## config.mk

```make
export PLATFORM = sky130hd
export DESIGN_NAME = nbody_sequencer_flat
export DESIGN_NICKNAME = d
export VERILOG_FILES = /design/src/rtl/nbody_sequencer_if.sv /design/src/rtl/nbody_sequencer.sv /design/src/flat_wrapper.sv
export SDC_FILE = /design/constraint.sdc
export NUM_CORES = 2
export LEC_CHECK = 0
export CAP_MARGIN = 30
export CORE_ASPECT_RATIO = 0.9
export CORE_MARGIN = 4
export CORE_UTILIZATION = 60
export CTS_CLUSTER_DIAMETER = 100
export DETAILED_ROUTE_END_ITERATION = 10
export PLACE_DENSITY = 0.78
export SYNTH_ARGS = -nofsm -noshare
export SYNTH_HDL_FRONTEND = slang
export SYNTH_SLANG_ARGS = --single-unit
```

## constraint.sdc

```tcl
create_clock -name clk -period 263.1 [get_ports clk]
set_input_delay 65.775 -clock clk [delete_from_list [all_inputs] [get_ports clk]]
set_output_delay 65.775 -clock clk [all_outputs]
set_load 0.02 [all_outputs]
```

## src/rtl/nbody_sequencer_if.sv

```systemverilog
// Host register bus for the n-body sequencer.
// master: host side (drives strobes, address, write data); slave: sequencer (drives readdata).
`timescale 1ns/1ps
interface nbody_sequencer_if #(
    parameter int ADDR_WIDTH = 16,
    parameter int DATA_WIDTH = 64
) ();
    logic                  chipselect;
    logic                  read;
    logic                  write;
    logic [ADDR_WIDTH-1:0] addr;
    logic [DATA_WIDTH-1:0] writedata;
    logic [DATA_WIDTH-1:0] readdata;

    modport master (
        output chipselect, read, write, addr, writedata,
        input  readdata
    );

    modport slave (
        input  chipselect, read, write, addr, writedata,
        output readdata
    );
endinterface

```

## src/rtl/nbody_sequencer.sv

```systemverilog
// Leapfrog n-body scheduler: host CSRs, (i,j) pair issue, tag/kick/drift delay lines.
// Ports: clk, rst (async high), bus (host CSR slave), busy/irq/first_step status,
// pair_* issue, acc_* aligned tag, vel_* kick and pos_* drift memory controls.
`timescale 1ns/1ps
module nbody_sequencer #(
    parameter int BODIES     = 512,
    parameter int DATA_WIDTH = 64,
    parameter int ADDR_WIDTH = 16,
    parameter int ACCL_LAT   = 130,
    parameter int ADD_LAT    = 20,
    parameter int RD_LAT     = 1,
    parameter int STEP_W     = 16,
    localparam int BW        = $clog2(BODIES)
) (
    input  logic          clk,
    input  logic          rst,
    nbody_sequencer_if.slave bus,
    output logic          busy,
    output logic          irq,
    output logic          first_step,
    output logic          pair_valid,
    output logic [BW-1:0] pair_i,
    output logic [BW-1:0] pair_j,
    output logic          acc_valid,
    output logic [BW-1:0] acc_i,
    output logic          acc_first,
    output logic          acc_last,
    output logic          acc_self,
    output logic          vel_rd_en,
    output logic [BW-1:0] vel_rd_addr,
    output logic          vel_wr_en,
    output logic [BW-1:0] vel_wr_addr,
    output logic          pos_rd_en,
    output logic [BW-1:0] pos_rd_addr,
    output logic          pos_wr_en,
    output logic [BW-1:0] pos_wr_addr
);
    localparam int KD = RD_LAT + ADD_LAT;
    localparam int FW = ADDR_WIDTH - BW;
    localparam int NW = BW + 1;
    localparam int CW = 32;
    localparam int TW = BW + 3;

    localparam logic [FW-1:0] R_CTRL   = FW'('h00);
    localparam logic [FW-1:0] R_NB     = FW'('h01);
    localparam logic [FW-1:0] R_STEPS  = FW'('h02);
    localparam logic [FW-1:0] R_STATUS = FW'('h40);
    localparam logic [FW-1:0] R_STEPC  = FW'('h41);
    localparam logic [FW-1:0] R_CYC    = FW'('h42);

    typedef enum logic [2:0] {
        S_IDLE,
        S_ACCEL,
        S_ACCEL_DRAIN,
        S_POS,
        S_POS_DRAIN
    } state_t;

    state_t                state_q, state_d;
    logic [NW-1:0]         nb_q, nb_d;
    logic [STEP_W-1:0]     steps_q, steps_d;
    logic [STEP_W-1:0]     step_q, step_d;
    logic [CW-1:0]         cycles_q, cycles_d;
    logic                  done_q, done_d;
    logic                  err_q, err_d;
    logic                  abrt_q, abrt_d;
    logic [BW-1:0]         pi_q, pi_d;
    logic [BW-1:0]         pj_q, pj_d;
    logic [BW-1:0]         pc_q, pc_d;
    logic [DATA_WIDTH-1:0] rdata_q, rdata_d;

    // Tag entry: {i, j==0, j==N-1, i==j}; stage ACCL_LAT-1 is the output.
    logic [ACCL_LAT-1:0]         tag_v_q, tag_v_d;
    logic [ACCL_LAT-1:0][TW-1:0] tag_q, tag_d;
    logic [KD-1:0]               kv_q, kv_d;
    logic [KD-1:0][BW-1:0]       ka_q, ka_d;
    logic [KD-1:0]               dv_q, dv_d;
    logic [KD-1:0][BW-1:0]       da_q, da_d;

    logic [FW-1:0]     field;
    logic              wr, rd;
    logic              ctrl_wr, go, abort, clr;
    logic [NW-1:0]     n_m1;
    logic              last_i, last_j, last_p;
    logic              cfg_bad;
    logic [STEP_W-1:0] step_nx;
    logic              unused_bits;

    assign field   = bus.addr[ADDR_WIDTH-1:BW];
    assign wr      = bus.chipselect & bus.write;
    assign rd      = bus.chipselect & bus.read;
    assign ctrl_wr = wr && (field == R_CTRL);
    assign go      = ctrl_wr & bus.writedata[0];
    assign abort   = ctrl_wr & bus.writedata[1];
    assign clr     = ctrl_wr & bus.writedata[2];

    assign n_m1    = nb_q - NW'(1);
    assign last_i  = {1'b0, pi_q} == n_m1;
    assign last_j  = {1'b0, pj_q} == n_m1;
    assign last_p  = {1'b0, pc_q} == n_m1;
    assign cfg_bad = (nb_q < NW'(2)) || (nb_q > NW'(BODIES))
                  || (steps_q == '0);
    assign step_nx = step_q + STEP_W'(1);

    assign unused_bits = ^{bus.writedata, bus.addr[BW-1:0]};

    assign busy        = state_q != S_IDLE;
    assign irq         = done_q;
    assign first_step  = busy && (step_q == '0);
    assign pair_valid  = state_q == S_ACCEL;
    assign pair_i      = pi_q;
    assign pair_j      = pj_q;
    assign acc_valid   = tag_v_q[ACCL_LAT-1];
    assign {acc_i, acc_first, acc_last, acc_self} = tag_q[ACCL_LAT-1];
    assign vel_rd_en   = acc_valid & acc_last;
    assign vel_rd_addr = acc_i;
    assign vel_wr_en   = kv_q[KD-1];
    assign vel_wr_addr = ka_q[KD-1];
    assign pos_rd_en   = state_q == S_POS;
    assign pos_rd_addr = pc_q;
    assign pos_wr_en   = dv_q[KD-1];
    assign pos_wr_addr = da_q[KD-1];
    assign bus.readdata = rdata_q;

    always_comb begin
        state_d  = state_q;
        nb_d     = nb_q;
        steps_d  = steps_q;
        step_d   = step_q;
        cycles_d = cycles_q;
        done_d   = done_q;
        err_d    = err_q;
        abrt_d   = abrt_q;
        pi_d     = pi_q;
        pj_d     = pj_q;
        pc_d     = pc_q;
        if (busy && !(&cycles_q)) begin
            cycles_d = cycles_q + CW'(1);
        end
        unique case (state_q)
            S_IDLE: begin
                if (go) begin
                    if (cfg_bad) begin
                        err_d = 1'b1;
                    end else begin
                        done_d   = 1'b0;
                        err_d    = 1'b0;
                        abrt_d   = 1'b0;
                        step_d   = '0;
                        cycles_d = '0;
                        pi_d     = '0;
                        pj_d     = '0;
                        state_d  = S_ACCEL;
                    end
                end
            end
            S_ACCEL: begin
                if (last_j) begin
                    pj_d = '0;
                    if (last_i) begin
                        pi_d    = '0;
                        state_d = S_ACCEL_DRAIN;
                    end else begin
                        pi_d = pi_q + BW'(1);
                    end
                end else begin
                    pj_d = pj_q + BW'(1);
                end
            end
            S_ACCEL_DRAIN: begin
                if (!(|tag_v_q) && !(|kv_q)) begin
                    pc_d    = '0;
                    state_d = S_POS;
                end
            end
            S_POS: begin
                if (last_p) begin
                    pc_d    = '0;
                    state_d = S_POS_DRAIN;
                end else begin
                    pc_d = pc_q + BW'(1);
                end
            end
            S_POS_DRAIN: begin
                if (!(|dv_q)) begin
                    step_d = step_nx;
                    if (step_nx == steps_q) begin
                        done_d  = 1'b1;
                        state_d = S_IDLE;
                    end else begin
                        state_d = S_ACCEL;
                    end
                end
            end
            default: state_d = S_IDLE;
        endcase
        if (clr) begin
            done_d = 1'b0;
        end
        // Abort overrides everything, including a go in the same write.
        if (abort) begin
            state_d = S_IDLE;
            done_d  = 1'b0;
            abrt_d  = 1'b1;
            pi_d    = '0;
            pj_d    = '0;
            pc_d    = '0;
        end
        if (wr && !busy && field == R_NB) begin
            nb_d = bus.writedata[NW-1:0];
        end
        if (wr && !busy && field == R_STEPS) begin
            steps_d = bus.writedata[STEP_W-1:0];
        end
    end

    // Fixed-latency delay lines; shifting left moves entries one stage on.
    always_comb begin
        tag_v_d    = tag_v_q << 1;
        tag_d      = tag_q << TW;
        tag_v_d[0] = pair_valid;
        tag_d[0]   = {pi_q, pj_q == '0, last_j, pi_q == pj_q};
        kv_d       = kv_q << 1;
        ka_d       = ka_q << BW;
        kv_d[0]    = vel_rd_en;
        ka_d[0]    = acc_i;
        dv_d       = dv_q << 1;
        da_d       = da_q << BW;
        dv_d[0]    = pos_rd_en;
        da_d[0]    = pc_q;
        if (abort) begin
            tag_v_d = '0;
            kv_d    = '0;
            dv_d    = '0;
        end
    end

    always_comb begin
        rdata_d = rdata_q;
        if (rd) begin
            case (field)
                R_NB:     rdata_d = DATA_WIDTH'(nb_q);
                R_STEPS:  rdata_d = DATA_WIDTH'(steps_q);
                R_STATUS: rdata_d = DATA_WIDTH'({abrt_q, err_q, done_q, busy});
                R_STEPC:  rdata_d = DATA_WIDTH'(step_q);
                R_CYC:    rdata_d = DATA_WIDTH'(cycles_q);
                default:  rdata_d = '1;
            endcase
        end
    end

    always_ff @(posedge clk or posedge rst) begin
        if (rst) begin
            state_q  <= S_IDLE;
            nb_q     <= '0;
            steps_q  <= STEP_W'(1);
            step_q   <= '0;
            cycles_q <= '0;
            done_q   <= 1'b0;
            err_q    <= 1'b0;
            abrt_q   <= 1'b0;
            pi_q     <= '0;
            pj_q     <= '0;
            pc_q     <= '0;
            rdata_q  <= '0;
            tag_v_q  <= '0;
            tag_q    <= '0;
            kv_q     <= '0;
            ka_q     <= '0;
            dv_q     <= '0;
            da_q     <= '0;
        end else begin
            state_q  <= state_d;
            nb_q     <= nb_d;
            steps_q  <= steps_d;
            step_q   <= step_d;
            cycles_q <= cycles_d;
            done_q   <= done_d;
            err_q    <= err_d;
            abrt_q   <= abrt_d;
            pi_q     <= pi_d;
            pj_q     <= pj_d;
            pc_q     <= pc_d;
            rdata_q  <= rdata_d;
            tag_v_q  <= tag_v_d;
            tag_q    <= tag_d;
            kv_q     <= kv_d;
            ka_q     <= ka_d;
            dv_q     <= dv_d;
            da_q     <= da_d;
        end
    end
endmodule

```

## src/flat_wrapper.sv

```systemverilog
// flat-port wrapper written by rule: the top's interface ports become plain ports
module nbody_sequencer_flat 
#(
    parameter int BODIES     = 512,
    parameter int DATA_WIDTH = 64,
    parameter int ADDR_WIDTH = 16,
    parameter int ACCL_LAT   = 130,
    parameter int ADD_LAT    = 20,
    parameter int RD_LAT     = 1,
    parameter int STEP_W     = 16,
    localparam int BW        = $clog2(BODIES)
)
  (clk, rst, busy, irq, first_step, pair_valid, pair_i, pair_j, acc_valid, acc_i, acc_first, acc_last, acc_self, vel_rd_en, vel_rd_addr, vel_wr_en, vel_wr_addr, pos_rd_en, pos_rd_addr, pos_wr_en, pos_wr_addr, bus_chipselect, bus_read, bus_write, bus_addr, bus_writedata, bus_readdata);
  nbody_sequencer_if #(.ADDR_WIDTH(ADDR_WIDTH), .DATA_WIDTH(DATA_WIDTH)) bus_i ();
  input  logic clk;
  input  logic rst;
  output logic busy;
  output logic irq;
  output logic first_step;
  output logic pair_valid;
  output logic [BW-1:0] pair_i;
  output logic [BW-1:0] pair_j;
  output logic acc_valid;
  output logic [BW-1:0] acc_i;
  output logic acc_first;
  output logic acc_last;
  output logic acc_self;
  output logic vel_rd_en;
  output logic [BW-1:0] vel_rd_addr;
  output logic vel_wr_en;
  output logic [BW-1:0] vel_wr_addr;
  output logic pos_rd_en;
  output logic [BW-1:0] pos_rd_addr;
  output logic pos_wr_en;
  output logic [BW-1:0] pos_wr_addr;
  input wire logic [$bits(bus_i.chipselect)-1:0] bus_chipselect;
  input wire logic [$bits(bus_i.read)-1:0] bus_read;
  input wire logic [$bits(bus_i.write)-1:0] bus_write;
  input wire logic [$bits(bus_i.addr)-1:0] bus_addr;
  input wire logic [$bits(bus_i.writedata)-1:0] bus_writedata;
  output wire logic [$bits(bus_i.readdata)-1:0] bus_readdata;
  assign bus_i.chipselect = bus_chipselect;
  assign bus_i.read = bus_read;
  assign bus_i.write = bus_write;
  assign bus_i.addr = bus_addr;
  assign bus_i.writedata = bus_writedata;
  assign bus_readdata = bus_i.readdata;
  nbody_sequencer #(.BODIES(BODIES), .DATA_WIDTH(DATA_WIDTH), .ADDR_WIDTH(ADDR_WIDTH), .ACCL_LAT(ACCL_LAT), .ADD_LAT(ADD_LAT), .RD_LAT(RD_LAT), .STEP_W(STEP_W)) u_core (.clk(clk), .rst(rst), .bus(bus_i), .busy(busy), .irq(irq), .first_step(first_step), .pair_valid(pair_valid), .pair_i(pair_i), .pair_j(pair_j), .acc_valid(acc_valid), .acc_i(acc_i), .acc_first(acc_first), .acc_last(acc_last), .acc_self(acc_self), .vel_rd_en(vel_rd_en), .vel_rd_addr(vel_rd_addr), .vel_wr_en(vel_wr_en), .vel_wr_addr(vel_wr_addr), .pos_rd_en(pos_rd_en), .pos_rd_addr(pos_rd_addr), .pos_wr_en(pos_wr_en), .pos_wr_addr(pos_wr_addr));
endmodule
```

==> metrics.md <==
| Metric | Value |
|---|---|
| Outcome | `finished clean` |
| Synth Area in Compound Gates | `2.106%` |
| Antenna-violating nets left | `0` |
| Antenna violations before repair | `6` |
| Vias per inst | `5.317` |
| Yosys reg bits | `2250` |
| Clk sinks | `between 2000 and 2500` |
| Final Hold Viols | `0` |
| Non-Filler Instances | `5169` |
| Core area | `104400 um2` |
| Crit-path max FO | `29` |
| Inst Count DP | `4807` |
| Die ar. | `between 100000 and 150000 um2` |
| EDFF count, synth | `0` |
| Setup crit start kind | `flop` |
| Pwr Density | `9.512 nW/um2` |
| Post-synth cell types | `84` |
| Final nets | `3735` |
| Longest Clk Path Bufs | `3` |
| DR WL/cell | `25.43 um` |
| WP data arrival | `3920 ps` |
| Fin Setup TNS | `0 ps` |
| Peak VDD IR | `0.007671 mV` |
| Syn avg cell area | `18.69 um2` |
| Top Ports | `224` |
| Total Power | `between 0.6 and 0.7 mW` |
| Via count | `27490` |
| CTS clk-pin slew, worst paths | `70 ps` |
| Routability cong. | `0.8797` |
| Setup Buffers After CTS | `0` |
| Number of detailed-route iterations in the first pass | `5` |
| Worst hold path class | `reg2reg` |
| Routed wire length | `about 130 mm` |
| WP data required | `a little under 200000 ps` |
| Mapped Area | `between 60000 and 70000 um2` |
| Cts bufs inserted | `194` |
| Final max-slew violation count | `0` |
| Largest net degree at the start of global routing | `218` |
| Global-route wire length before repair | `a little under 200 mm` |
| Register area share after synthesis | `about nine tenths` |
| Area grow syn2layout | `15.13%` |
| CTS root buf | `clkbuf_16` |
| Worst Max-Slew Pin Slew | `1167 ps` |
| Skew-Pair Late Insertion Delay | `between 800 and 900 ps` |
| Period Utilization, post-route | `26.49%` |
| Worst Skew | `around 50 ps` |
| Prevailing post-synth register cell | `dfrtp_1` |
| Post-CTS Hold Buffers | `0` |
| Post-CTS sizing | `0` |
| Finish-stage setup viols | `0` |
| Synth Area in Simple Gates | `roughly 5.5%` |
| Post-layout min period | `69690 ps` |
| Final core occ | `70.03%` |
| RSZ-0062 raised after global routing | `no` |
| DRC | `0` |
| Mux cell area share after synthesis | `0.7093%` |
| # H-tree levels | `4` |
| Synth Area in XOR/XNOR | `1.229%` |
| HPWL after DPL | `59.25 mm` |
| Largest family of logic cells by synthesized area | `simple AND/OR/NAND/NOR gates` |
| Die W | `350.9 um` |
| Syn nets | `3491` |
| GRT Residual Overflow | `0` |
| Share of layout cells above drive strength 1 | `10.53%` |
| Port Buffer Count | `166` |
| Lkg Pwr | `37.38 nW` |
| Site row count | `112` |
| Rel. slew slack | `between 20% and 30%` |
| Max-cap violation count | `0` |
| Cells after synthesis | `3397` |
| TritonCTS clock tree | `built` |
| Yosys warns | `0` |
| Die height | `~320 um` |
| Worst setup EP type | `output port` |
| Initial Utilization | `60.83%` |
| Crit path kind | `reg2out` |
| Drt initial violations | `around 2400` |
| Peak Freq | `14.35 MHz` |
| Adder-Cell Fraction of Synth Area | `less than 1%` |
| GRT Total Usage | `24.01%` |
| Vias in the first global route | `around 31000` |
| Synth async-reset ratio | `100.0%` |
==> kinds of logic after synthesis <==
kind of cell | Yosys count
flip-flops | 2250
XOR/XNOR | 86
buffers and inverters | 184
adder cells (fa/ha/maj) | 10
multiplexers | 42
AO/OA/AOI/OAI | 200
AND/OR/NAND/NOR | 625
==> registers in the layout (all words and copies together), names as in the netlist, 10 cells and up <==
name and cells:
u_core.nb_q 10, u_core.dv_q 21, u_core.steps_q 16, u_core.cycles_q 32, u_core.da_d 180, u_core.step_q 16
u_core.tag_v_q 130, u_core.tag_d 1548, u_core.ka_d 180, u_core.bus.readdata 33, u_core.kv_q 21
==> critical path: stages, from the launching register on <==
cell and delay, ps:
dfrtp_1 740, nor3_1 810, clkinv_1 650, and4_1 380
clkdlybuf4s50_1 550
==> cell usage in the layout, fill, tap and decap left out, types with 20 or more instances in the layout <==
| cell | netlist | routed |
|---|---|---|
| inv_1 | 26 | 25 |
| nor2_1 | 105 | 105 |
| dfrtp_1 | 2249 | 2249 |
| clkdlybuf4s50_1 | 0 | 166 |
| and2_1 | 186 | 186 |
| and3_1 | 20 | 20 |
| mux2_2 | 23 | 23 |
| xor2_1 | 34 | 34 |
| buf_4 | 73 | 21 |
| nand3_1 | 39 | 39 |
| nor3_1 | 25 | 25 |
| clkbuf_1 | 61 | 46 |
| o21ai_0 | 56 | 56 |
| nor4_1 | 59 | 59 |
| nand4_1 | 28 | 28 |
| clkinv_2 | 0 | 35 |
| xnor2_1 | 50 | 50 |
| a21oi_1 | 50 | 50 |
| nand2_1 | 75 | 75 |
| clkbuf_8 | 0 | 46 |
| clkbuf_16 | 0 | 196 |
==> per-layer routing <==
| layer | up-vias | track usage, % | share of wire (%) |
|---|---|---|---|
| met1 | 15020 | 31.73 | 40 |
| met5 | - | 0 | 0.0099 |
| li1 | 11490 | - | - |
| met3 | 225 | 4.537 | 4.3 |
| met4 | 2 | 6.618 | 2.1 |
| met2 | 754 | 41.64 | 53 |
==> synthesized netlist by cell type, types with 3 or more instances <==
cell type     n  area [um2]
or3_1         8       50.05
nor4_1       59       369.1
o211ai_1     10       75.07
a221oi_1      7       61.31
a311oi_1      3       26.28
o22ai_1       7       43.79
nor3_2        5       50.05
mux2i_1      18       180.2
a21o_1        7       52.55
xnor2_1      50       437.9
nor3_1       25       125.1
nand4_1      28       175.2
nand3_1      39       195.2
nand3b_1      3       22.52
clkbuf_1     61       229.0
a32oi_1       6       52.55
o31ai_1      13       97.59
dfrtp_1    2249       56280
a31oi_1      10       62.56
inv_1        26       97.59
and4_1        6       52.55
or2_2         4       25.02
nor2_1      105       394.1
nor3b_1      12       90.09
o21ai_0      56       280.3
a211oi_1      3       22.52
buf_2        14       70.07
nor2b_1      13       81.33
and3_1       20       125.1
xor2_1       34       297.8
buf_1         6       22.52
ha_1          9       112.6
and2_1      186        1164
a21oi_1      50       250.2
nand2b_1     14       87.58
nand2_1      75       281.5
mux2_2       23       259.0
or4_1         8       60.06
buf_4        73       548.0
==> area by class of cell <==
| cell class | count | area [um2] |
|---|---|---|
| sequential | 2250 | 56310 |
| fill | 5828 | 31290 |
| multi-input combinational | 963 | 6213 |
| clock buffer | 287 | 5685 |
| timing repair buffer | 204 | 2240 |
| tap | 1368 | 1712 |
| clock inverter | 65 | 830.8 |
| inverter | 28 | 112.6 |
| antenna | 4 | 10.01 |
==> through the flow <==
step | hold slack [ps] | area, um2 | setup WS [ps]
CTS | 307.6 | 72940 | 193280
floorplan | 331.2 | 63500 | 133750
detailed placement | 334.7 | 66430 | 192590
finish | 311.5 | 73110 | 193410
global placement | 331.0 | 66260 | 192390
global route | 322.6 | 73100 | 193290
==> final timing paths <==
path	startpoint	end	slack, ps	cells past startpoint
max	u_core.state_q[2]	first_step	193410	4
min reg2reg	u_core.tag_d[815]	u_core.tag_d[827]	310	0
max reg2reg	u_core.nb_q[0]	u_core.state_q[0]	259160	10
min	u_core.tag_d[815]	u_core.tag_d[827]	310	0
min in group asynchronous	rst	u_core.da_d[183]	65530	2
max in group asynchronous	rst	u_core.tag_d[991]	194010	9
==> where the power goes <==
group	internal [mW]	switching [mW]	leakage (nW)
clock	0.161	0.134	3.21
sequential	0.358	0.0103	30.9
combinational	0.0117	0.0204	3.31
total	0.530	0.165	37.4
Note: power is estimated with default switching activity, not from simulation.
